### src/rtl/dbg_bus_master_pkg.sv
// ---------------------------------------------------------------------------
// dbg_bus_master_pkg
// Shared constants for the debug bus master and its environment: bus widths,
// access-size encodings, response status codes and the FSM state type.
// The classic `BUS_* / `DBG_STS_* macros are also provided (guarded) so code
// written against the macro names keeps compiling; new code should use the
// typed localparams below.
// ---------------------------------------------------------------------------
`ifndef BUS_WIDTH
`define BUS_WIDTH 32
`endif
`ifndef BUS_ACC_WIDTH
`define BUS_ACC_WIDTH 2
`endif
`ifndef BUS_ACC_1B
`define BUS_ACC_1B 2'd0
`endif
`ifndef BUS_ACC_2B
`define BUS_ACC_2B 2'd1
`endif
`ifndef BUS_ACC_4B
`define BUS_ACC_4B 2'd2
`endif
`ifndef DBG_STS_OK
`define DBG_STS_OK 2'd0
`endif
`ifndef DBG_STS_FAULT
`define DBG_STS_FAULT 2'd1
`endif
`ifndef DBG_STS_TIMEOUT
`define DBG_STS_TIMEOUT 2'd2
`endif

package dbg_bus_master_pkg;

   localparam int BUS_WIDTH     = 32;
   localparam int BUS_ACC_WIDTH = 2;

   localparam logic [BUS_ACC_WIDTH-1:0] BUS_ACC_1B = 2'd0;
   localparam logic [BUS_ACC_WIDTH-1:0] BUS_ACC_2B = 2'd1;
   localparam logic [BUS_ACC_WIDTH-1:0] BUS_ACC_4B = 2'd2;

   localparam logic [1:0] DBG_STS_OK      = 2'd0;
   localparam logic [1:0] DBG_STS_FAULT   = 2'd1;
   localparam logic [1:0] DBG_STS_TIMEOUT = 2'd2;

   typedef enum logic [1:0] {
      ST_IDLE = 2'd0,
      ST_REQ  = 2'd1,
      ST_WAIT = 2'd2,
      ST_RSP  = 2'd3
   } dbg_state_e;

endpackage

### src/rtl/dbg_bus_master.sv
// ---------------------------------------------------------------------------
// dbg_bus_master
// Turns one debug command at a time into a single bus transaction and returns
// a status/data response.
//
// Ports
//   clk, rst                       clock, asynchronous active-high reset
//   cmd_valid/cmd_ready            command handshake (ready only when idle)
//   cmd_addr/cmd_w_rb/cmd_acc/cmd_wdata  command fields
//   rsp_valid/rsp_ready            response handshake
//   rsp_status/rsp_rdata           response status and read data
//   addr/w_rb/acc/wdata            bus request fields (held until next accept)
//   req                            one-cycle bus request strobe
//   resp                           responder completion (>=1 cycle after req)
//   fault                          combinational responder reject in req cycle
//   rdata                          responder read data, valid with resp
//
// Parameter TIMEOUT (1..65535): cycles allowed in WAIT before giving up.
// ---------------------------------------------------------------------------
module dbg_bus_master
   import dbg_bus_master_pkg::*;
#(
   parameter int TIMEOUT = 255
) (
   input  logic                     clk,
   input  logic                     rst,
   input  logic                     cmd_valid,
   output logic                     cmd_ready,
   input  logic [31:0]              cmd_addr,
   input  logic                     cmd_w_rb,
   input  logic [BUS_ACC_WIDTH-1:0] cmd_acc,
   input  logic [BUS_WIDTH-1:0]     cmd_wdata,
   output logic                     rsp_valid,
   input  logic                     rsp_ready,
   output logic [1:0]               rsp_status,
   output logic [BUS_WIDTH-1:0]     rsp_rdata,
   output logic [31:0]              addr,
   output logic                     w_rb,
   output logic [BUS_ACC_WIDTH-1:0] acc,
   output logic [BUS_WIDTH-1:0]     wdata,
   output logic                     req,
   input  logic                     resp,
   input  logic                     fault,
   input  logic [BUS_WIDTH-1:0]     rdata
);

   localparam int CNT_W = $clog2(TIMEOUT + 1);
   // Last WAIT cycle index; counter stops here so it can never wrap.
   localparam logic [CNT_W-1:0] CNT_LAST = CNT_W'(TIMEOUT - 1);

   dbg_state_e                 state_q, state_d;
   logic [31:0]                addr_q, addr_d;
   logic                       w_rb_q, w_rb_d;
   logic [BUS_ACC_WIDTH-1:0]   acc_q, acc_d;
   logic [BUS_WIDTH-1:0]       wdata_q, wdata_d;
   logic [1:0]                 sts_q, sts_d;
   logic [BUS_WIDTH-1:0]       rdata_q, rdata_d;
   logic [CNT_W-1:0]           cnt_q, cnt_d;

   always_ff @(posedge clk or posedge rst) begin
      if (rst) begin
         state_q <= ST_IDLE;
         addr_q  <= '0;
         w_rb_q  <= 1'b0;
         acc_q   <= BUS_ACC_1B;
         wdata_q <= '0;
         sts_q   <= DBG_STS_OK;
         rdata_q <= '0;
         cnt_q   <= '0;
      end else begin
         state_q <= state_d;
         addr_q  <= addr_d;
         w_rb_q  <= w_rb_d;
         acc_q   <= acc_d;
         wdata_q <= wdata_d;
         sts_q   <= sts_d;
         rdata_q <= rdata_d;
         cnt_q   <= cnt_d;
      end
   end

   // resp/fault are only looked at in the state where they are meaningful, so
   // stale completions (after a timeout or a reset) fall on the floor.
   always_comb begin
      state_d   = state_q;
      addr_d    = addr_q;
      w_rb_d    = w_rb_q;
      acc_d     = acc_q;
      wdata_d   = wdata_q;
      sts_d     = sts_q;
      rdata_d   = rdata_q;
      cnt_d     = cnt_q;
      cmd_ready = 1'b0;
      req       = 1'b0;
      rsp_valid = 1'b0;

      unique case (state_q)
         ST_IDLE: begin
            cmd_ready = 1'b1;
            if (cmd_valid) begin
               addr_d  = cmd_addr;
               w_rb_d  = cmd_w_rb;
               acc_d   = cmd_acc;
               wdata_d = cmd_wdata;
               sts_d   = DBG_STS_OK;
               rdata_d = '0;
               state_d = ST_REQ;
            end
         end
         ST_REQ: begin
            req = 1'b1;
            if (fault) begin
               sts_d   = DBG_STS_FAULT;
               rdata_d = '0;
               state_d = ST_RSP;
            end else begin
               cnt_d   = '0;
               state_d = ST_WAIT;
            end
         end
         ST_WAIT: begin
            // A completion in the final WAIT cycle still counts as OK.
            if (resp) begin
               sts_d   = DBG_STS_OK;
               rdata_d = w_rb_q ? '0 : rdata;
               state_d = ST_RSP;
            end else if (cnt_q == CNT_LAST) begin
               sts_d   = DBG_STS_TIMEOUT;
               rdata_d = '0;
               state_d = ST_RSP;
            end else begin
               cnt_d = cnt_q + CNT_W'(1);
            end
         end
         ST_RSP: begin
            rsp_valid = 1'b1;
            if (rsp_ready) begin
               state_d = ST_IDLE;
            end
         end
         default: begin
            state_d = ST_IDLE;
         end
      endcase
   end

   assign addr       = addr_q;
   assign w_rb       = w_rb_q;
   assign acc        = acc_q;
   assign wdata      = wdata_q;
   assign rsp_status = sts_q;
   assign rsp_rdata  = rdata_q;

endmodule

### config.mk
export PLATFORM = sky130hd
export DESIGN_NAME = dbg_bus_master
export DESIGN_NICKNAME = d
export VERILOG_FILES = /design/src/rtl/dbg_bus_master_pkg.sv /design/src/rtl/dbg_bus_master.sv
export SDC_FILE = /design/constraint.sdc
export NUM_CORES = 1
export LEC_CHECK = 0
export CAP_MARGIN = 20
export CORE_MARGIN = 5
export CORE_UTILIZATION = 45
export DETAILED_ROUTE_END_ITERATION = 12
export PLACE_DENSITY = 0.85
export SYNTH_ARGS = -nofsm -noshare
export SYNTH_HDL_FRONTEND = slang
export SYNTH_SLANG_ARGS = --single-unit
### constraint.sdc
create_clock -name clk -period 10.8 [get_ports clk]
set_clock_uncertainty 0.15 [all_clocks]
set_input_delay 1.62 -clock clk [delete_from_list [all_inputs] [get_ports clk]]
set_output_delay 1.62 -clock clk [all_outputs]
set_load 0.01 [all_outputs]
==> results of run 1 <==
-- Yosys cell counts, types with 3 or more instances --
cell type / instances / area, um2
mux2_2: 69 / 777
nand2_1: 6 / 22.5
buf_4: 3 / 22.5
nor2_1: 4 / 15.0
a21o_1: 33 / 248
nand3_1: 4 / 20.0
buf_2: 5 / 25.0
a211o_1: 3 / 26.3
ha_1: 7 / 87.6
clkbuf_1: 10 / 37.5
and4_1: 32 / 280
a21oi_1: 4 / 20.0
inv_1: 6 / 22.5
dfrtp_1: 111 / 2780
buf_6: 4 / 45.0
-- sequential cells by signal, indices dropped and copies added (netlist names) --
name	count
acc	2
addr	32
cnt_q	8
rsp_rdata	32
rsp_status	2
state_q	2
w_rb	1
wdata	32
-- per-stage QoR --
stage	utilization, %	hold slack, ns	instances	cell area, um2	setup slack, ns
final	68.8	0.332	675	7070	7.12
after detailed placement	66.8	0.315	659	6870	6.67
after global placement	66.8	0.309	659	6870	6.74
after CTS	68.5	0.339	674	7040	7.10
after floorplan	-	0.364	335	4720	6.10
after global routing	68.8	0.352	675	7070	6.94
-- cells in the final DEF, fill, tap and decap left out, types with 4 or more instances in the layout --
cell / Yosys / layout
nand3_1: 4 / 4
dfrtp_1: 111 / 111
clkbuf_8: 0 / 9
inv_1: 6 / 5
nand2_1: 6 / 5
clkdlybuf4s50_1: 0 / 208
mux2_2: 69 / 69
ha_1: 7 / 7
a21o_1: 33 / 33
and4_1: 32 / 32
a21oi_1: 4 / 4
-- final timing paths --
check	startpoint	slack, ns	to
worst max-delay path	cmd_valid	7.12	rsp_status[0]$_DFFE_PP0P_
worst min-delay path	rsp_rdata[9]$_DFFE_PP0P_	0.33	rsp_rdata[9]$_DFFE_PP0P_
worst max register to register	state_q[0]$_DFFE_PP0P_	8.03	rsp_status[0]$_DFFE_PP0P_
worst min register to register	rsp_rdata[9]$_DFFE_PP0P_	0.33	rsp_rdata[9]$_DFFE_PP0P_
max in group asynchronous	rst	8.13	rsp_rdata[16]$_DFFE_PP0P_
min in group asynchronous	rst	1.45	addr[9]$_DFFE_PP0P_
-- final cells by class --
| type | instances | area share (%) |
|---|---|---|
| Sequential cell | 111 | 39.3 |
| Timing Repair Buffer | 211 | 30.0 |
| Multi-Input combinational cell | 196 | 25.4 |
| Tap cell | 136 | 2.41 |
| Clock buffer | 9 | 1.75 |
| Clock inverter | 6 | 0.778 |
| Inverter | 6 | 0.354 |
-- power by group through the flow --
stage | combinational [mW] | sequential, mW | clock [mW]
2_1_floorplan | 0.350 | 0.735 | 0
3_3_place_gp | 0.825 | 0.659 | 0
3_5_place_dp | 0.844 | 0.672 | 0
4_1_cts | 0.847 | 0.663 | 0.245
5_1_grt | 0.897 | 0.684 | 0.263
6_report | 0.835 | 0.662 | 0.236
-- critical path, stage by stage --
cell	delay [ns]
clkdlybuf4s50_1	0.49
nor2b_1	0.09
nor3_4	0.79
nand2_4	0.39
mux2_2	0.38
-- kinds of logic (layout without fill, tap and decap cells) --
logic type               Yosys count  in the layout  synth area share [%]
adder cells (fa/ha/maj)            7              7                  1.86
multiplexers                      70             70                  16.7
AND/OR/NAND/NOR                   67             67                  10.9
buffers and inverters             28            232                  3.23
flip-flops                       111            111                  58.8
AO/OA/AOI/OAI                     52             52                  8.51
-- per-layer routing --
| layer | GRT usage (%) | routed length [um] | up-vias |
|---|---|---|---|
| li1 | - | - | 1634 |
| met3 | 6.85 | 1020 | 22 |
| met5 | 0 | 0 | - |
| met4 | 7.69 | 363 | 0 |
| met1 | 23.1 | 4800 | 1661 |
| met2 | 33.3 | 6210 | 133 |
==> flow_metrics.env, run 1 <==
export IMPL_status="finished, final reports clean"
export IMPL_async_reset_ff_share_pct=100
export IMPL_ys_seq_area_share_pct=58.8
export IMPL_netlist_area_um2=4720
export IMPL_switchingPower_uw=590
export IMPL_drive_gt1_share_pct=17.8
export IMPL_holdPathStages=1
export IMPL_p_int_mw=1.14
export IMPL_drv_slew=0
export IMPL_synth_seq_cells=111
export IMPL_synth_edff_count=0
export IMPL_place_hpwl_mm=9.26
export IMPL_grt_max_degree=78
export IMPL_htreeDepth=3
export IMPL_min_delay_path_class="reg2reg"
export IMPL_cts_tree="yes"
export IMPL_cts_resized=0
export IMPL_period_share_pct=34.0
export IMPL_p_leak_nw=3.28
export IMPL_area_delta_synth_final_pct=49.8
export IMPL_diodes=0
export IMPL_start_util_pct=45.9
export IMPL_worst_pin_slew_ns=0.992
export IMPL_num_vias=3450
export IMPL_synth_fp_nets=447
export IMPL_fmax_mhz=272
export IMPL_clk_pin_slew_worst_paths_ns=0.11
export IMPL_root_buffer="clkbuf_8"
export IMPL_maxSlewHeadroom_pct=33.8
export IMPL_clock_power_share_pct=13.6
export IMPL_p_comb_share_pct=48.2
export IMPL_power_frac_seq_pct=38.2
export IMPL_cts_hold_buf=0
export IMPL_via_per_inst=5.11
export IMPL_place_congestion=0.836
export IMPL_finalHoldViolations=0
export IMPL_core_area_um2=10300
export IMPL_synth_cell_types=42
export IMPL_track_usage_pct=19.7
export IMPL_crit_path_end_kind="register"
export IMPL_drt_iter0_markers=126
export IMPL_crit_type="in2reg"
export IMPL_postCtsSetupRepairBufs=0
export IMPL_ios=209
export IMPL_power_mw=1.73
export IMPL_ant_nets=0
export IMPL_drcViolationCount=0
export IMPL_portBuffers=208
export IMPL_required_ns=10.92
export IMPL_grt_pass1_vias=3763
export IMPL_final_setup_viol_count=0
export IMPL_synthCells=335
export IMPL_first_pass_iters=4
export IMPL_placementRows=37
export IMPL_period_minus_slack_ns=3.68
export IMPL_powerDensity_nw_per_um2=245
export IMPL_numCtsBuffers=9
export IMPL_cp_max_fo=34
export IMPL_crit_arrival_ns=3.79
export IMPL_dieArea_um2=12600
export IMPL_die_w_um=112
export IMPL_finalSetupTns_ns=0
export IMPL_numClockSinks=111
export IMPL_max_cap_viol_count=0
export IMPL_die_h_um=112
export IMPL_startpoint_type="primary input"
export IMPL_wire_per_inst_um=18.3
export IMPL_clkLatencyLatePin_ns=0.37
export IMPL_multi_input_area_um2=1800
export IMPL_grt_pass1_wl_mm=19.9
export IMPL_fin_nets=647
export IMPL_synth_warnings=0
export IMPL_rsz0062_at_grt="no"
export IMPL_grt_overflow=0
export IMPL_reg2regPathDepth=6
export IMPL_fillCellCount=750
export IMPL_drt_wl_total_mm=12.4
export IMPL_final_seq_area_um2=2780
export IMPL_peakVddDrop_mv=0.157
export IMPL_syn_area_per_cell_um2=14.1
export IMPL_grt_antenna_before_repair=0
export IMPL_synth_main_ff_cell="dfrtp_1"
export IMPL_clk_path_buf_depth=2
export IMPL_swShare_pct=34.1
Note: power is estimated with default switching activity, not from simulation.
==> run 2: changes to the inputs <==
Settings changed: CORE_UTILIZATION 45 to 38, PLACE_DENSITY 0.85 to 0.77.
Clock period 10.8 ns to 3.15 ns, I/O delays scaled along.
==> run 2 against run 1 <==
  * First-iteration DRC count grew 78%
  * Sequential power increased to 3.4 times the previous value
  * Cell area rose by 2.7%
  * Largest cell class unchanged
  * Combinational power grew to 3.4 times the previous value
  * Clock power rose to 5.2 times the previous value
  * Critical path type is now reg2reg
  * Sequential cell count did not move
==> flow_metrics.env, run 2 (synthesis gave the netlist of run 1 again) <==
export IMPL_p_int_mw=4.37
export IMPL_final_seq_area_um2=2780
export IMPL_hold_start="rsp_rdata[6]$_DFFE_PP0P_"
export IMPL_r2r_end="rsp_status[1]$_DFFE_PP0P_"
export IMPL_numCtsBuffers=9
export IMPL_drv_slew=0
export IMPL_rrSetupSlack_ns=0.31
export IMPL_startpoint_type="register"
export IMPL_layout_common_cells="clkdlybuf4s50_1, dfrtp_1, mux2_2"
export IMPL_wire_per_inst_um=17.9
export IMPL_layout_commonest_cell="clkdlybuf4s50_1"
export IMPL_dpl_cell_count=692
export IMPL_finalHoldViolations=0
export IMPL_p_leak_nw=3.36
export IMPL_cts_tree="yes"
export IMPL_peakVddDrop_mv=0.530
export IMPL_fin_nets=647
export IMPL_track_usage_pct=17.0
export IMPL_use_met1_pct=19.2
export IMPL_status="finished, final reports clean"
export IMPL_reg2regPathDepth=6
export IMPL_clkLatencyLatePin_ns=0.34
export IMPL_clock_power_share_pct=19.3
export IMPL_power_mw=6.38
export IMPL_portBuffers=208
export IMPL_die_w_um=121
export IMPL_placementRows=40
export IMPL_core_area_um2=12100
export IMPL_grt_max_degree=112
export IMPL_required_ns=3.23
export IMPL_drcViolationCount=0
export IMPL_via_per_inst=4.96
export IMPL_swShare_pct=31.5
export IMPL_first_pass_iters=4
export IMPL_final_setup_viol_count=0
export IMPL_multi_input_area_um2=1800
export IMPL_grt_use_met3_pct=6.34
export IMPL_die_h_um=121
export IMPL_met2_usage_pct=28.7
export IMPL_worst_pin_slew_ns=1.02
export IMPL_clk_path_buf_depth=2
export IMPL_root_buffer="clkbuf_16"
export IMPL_drt_wl_total_mm=12.6
export IMPL_postCtsSetupRepairBufs=0
export IMPL_fillCellCount=984
export IMPL_rsz0062_at_grt="no"
export IMPL_area_delta_synth_final_pct=53.9
export IMPL_ios=209
export IMPL_diodes=0
export IMPL_ant_nets=0
export IMPL_crit_path_end_kind="register"
export IMPL_maxSlewHeadroom_pct=31.9
export IMPL_drive_gt1_share_pct=17.6
export IMPL_period_share_pct=90.1
export IMPL_power_frac_seq_pct=35.7
export IMPL_powerDensity_nw_per_um2=878
export IMPL_p_comb_share_pct=45.0
export IMPL_crit_type="reg2reg"
export IMPL_min_delay_path_class="reg2reg"
export IMPL_numClockSinks=111
export IMPL_clk_pin_slew_worst_paths_ns=0.07
export IMPL_period_minus_slack_ns=2.84
export IMPL_grt_pass1_wl_mm=19.7
export IMPL_max_cap_viol_count=0
export IMPL_cts_resized=0
export IMPL_drt_iter0_markers=224
export IMPL_start_util_pct=39.0
export IMPL_dieArea_um2=14800
export IMPL_fmax_mhz=352
export IMPL_grt_overflow=0
export IMPL_holdPathEnd="rsp_rdata[6]$_DFFE_PP0P_"
export IMPL_timing_rr_start="state_q[0]$_DFFE_PP0P_"
export IMPL_place_hpwl_mm=9.27
export IMPL_crit_arrival_ns=2.92
export IMPL_grt_pass1_vias=3854
export IMPL_cp_max_fo=34
export IMPL_fin_cells=708
export IMPL_num_vias=3512
export IMPL_place_congestion=0.783
export IMPL_holdPathStages=1
export IMPL_finalSetupTns_ns=0
export IMPL_place_ws_ns=0.202
export IMPL_grt_antenna_before_repair=0
export IMPL_top_usage_layer="met2"
export IMPL_cts_hold_buf=0
export IMPL_switchingPower_mw=2.01
export IMPL_htreeDepth=3
export IMPL_postLayoutSetupSlackWorst_ns=0.313
run 2: changes by cell type in the layout (fill, tap and decap cells not counted), sizes merged:
cell / change
clkbuf: +4
bufinv: +2
clkinvlp: -1
inv: -4
run 2: per-layer routing:
layer | routed length, um | part of all wire, %
met1 | 4810 | 38
met2 | 6460 | 51
met3 | 1090 | 8.6
met4 | 277 | 2.2
met5 | 0 | 0
run 2: layout make-up:
| type | count | area share, % |
|---|---|---|
| Clock inverter | 3 | 0.896 |
| Sequential cell | 111 | 38.2 |
| Clock buffer | 13 | 3.58 |
| Multi-Input combinational cell | 196 | 24.7 |
| Timing Repair Buffer | 211 | 29.3 |
| Tap cell | 168 | 2.89 |
| Inverter | 6 | 0.362 |
run 2: power by group through the flow:
stage / sequential (mW) / combinational [mW] / clock [mW]
6_report: 2.27 / 2.87 / 1.23
5_1_grt: 2.35 / 3.09 / 1.33
4_1_cts: 2.28 / 2.91 / 1.28
3_5_place_dp: 2.30 / 2.90 / 0
3_3_place_gp: 2.27 / 2.84 / 0
2_1_floorplan: 2.52 / 1.20 / 0
run 2: worst max-delay path by stage:
stage / start / cells after the start / endpoint / slack (ns)
2_1_floorplan: rst / 1 / acc[0]$_DFFE_PP0P_ / 1.18
6_report: state_q[0]$_DFFE_PP0P_ / 6 / rsp_status[1]$_DFFE_PP0P_ / 0.31
4_1_cts: state_q[0]$_DFFE_PP0P_ / 6 / rsp_status[1]$_DFFE_PP0P_ / 0.33
3_5_place_dp: cmd_valid / 5 / rsp_status[1]$_DFFE_PP0P_ / 0.20
5_1_grt: state_q[0]$_DFFE_PP0P_ / 6 / rsp_status[1]$_DFFE_PP0P_ / 0.11
3_3_place_gp: cmd_valid / 5 / rsp_status[1]$_DFFE_PP0P_ / 0.28
run 2: stage by stage:
stage                     util, %  hold WS (ns)  cell area, um2
after floorplan                 -         0.364            4720
after global routing         60.0         0.346            7260
final                        60.0         0.329            7260
after global placement       57.3         0.310            6940
after CTS                    60.0         0.331            7260
after detailed placement     57.3         0.315            6940
run 2: critical path: stages (launching register included):
cell and delay [ns]:
dfrtp_1 0.39, inv_1 0.11, ha_1 0.25, nor2b_1 0.19, nor3_4 0.83, nand2_4 0.41, mux2_2 0.39
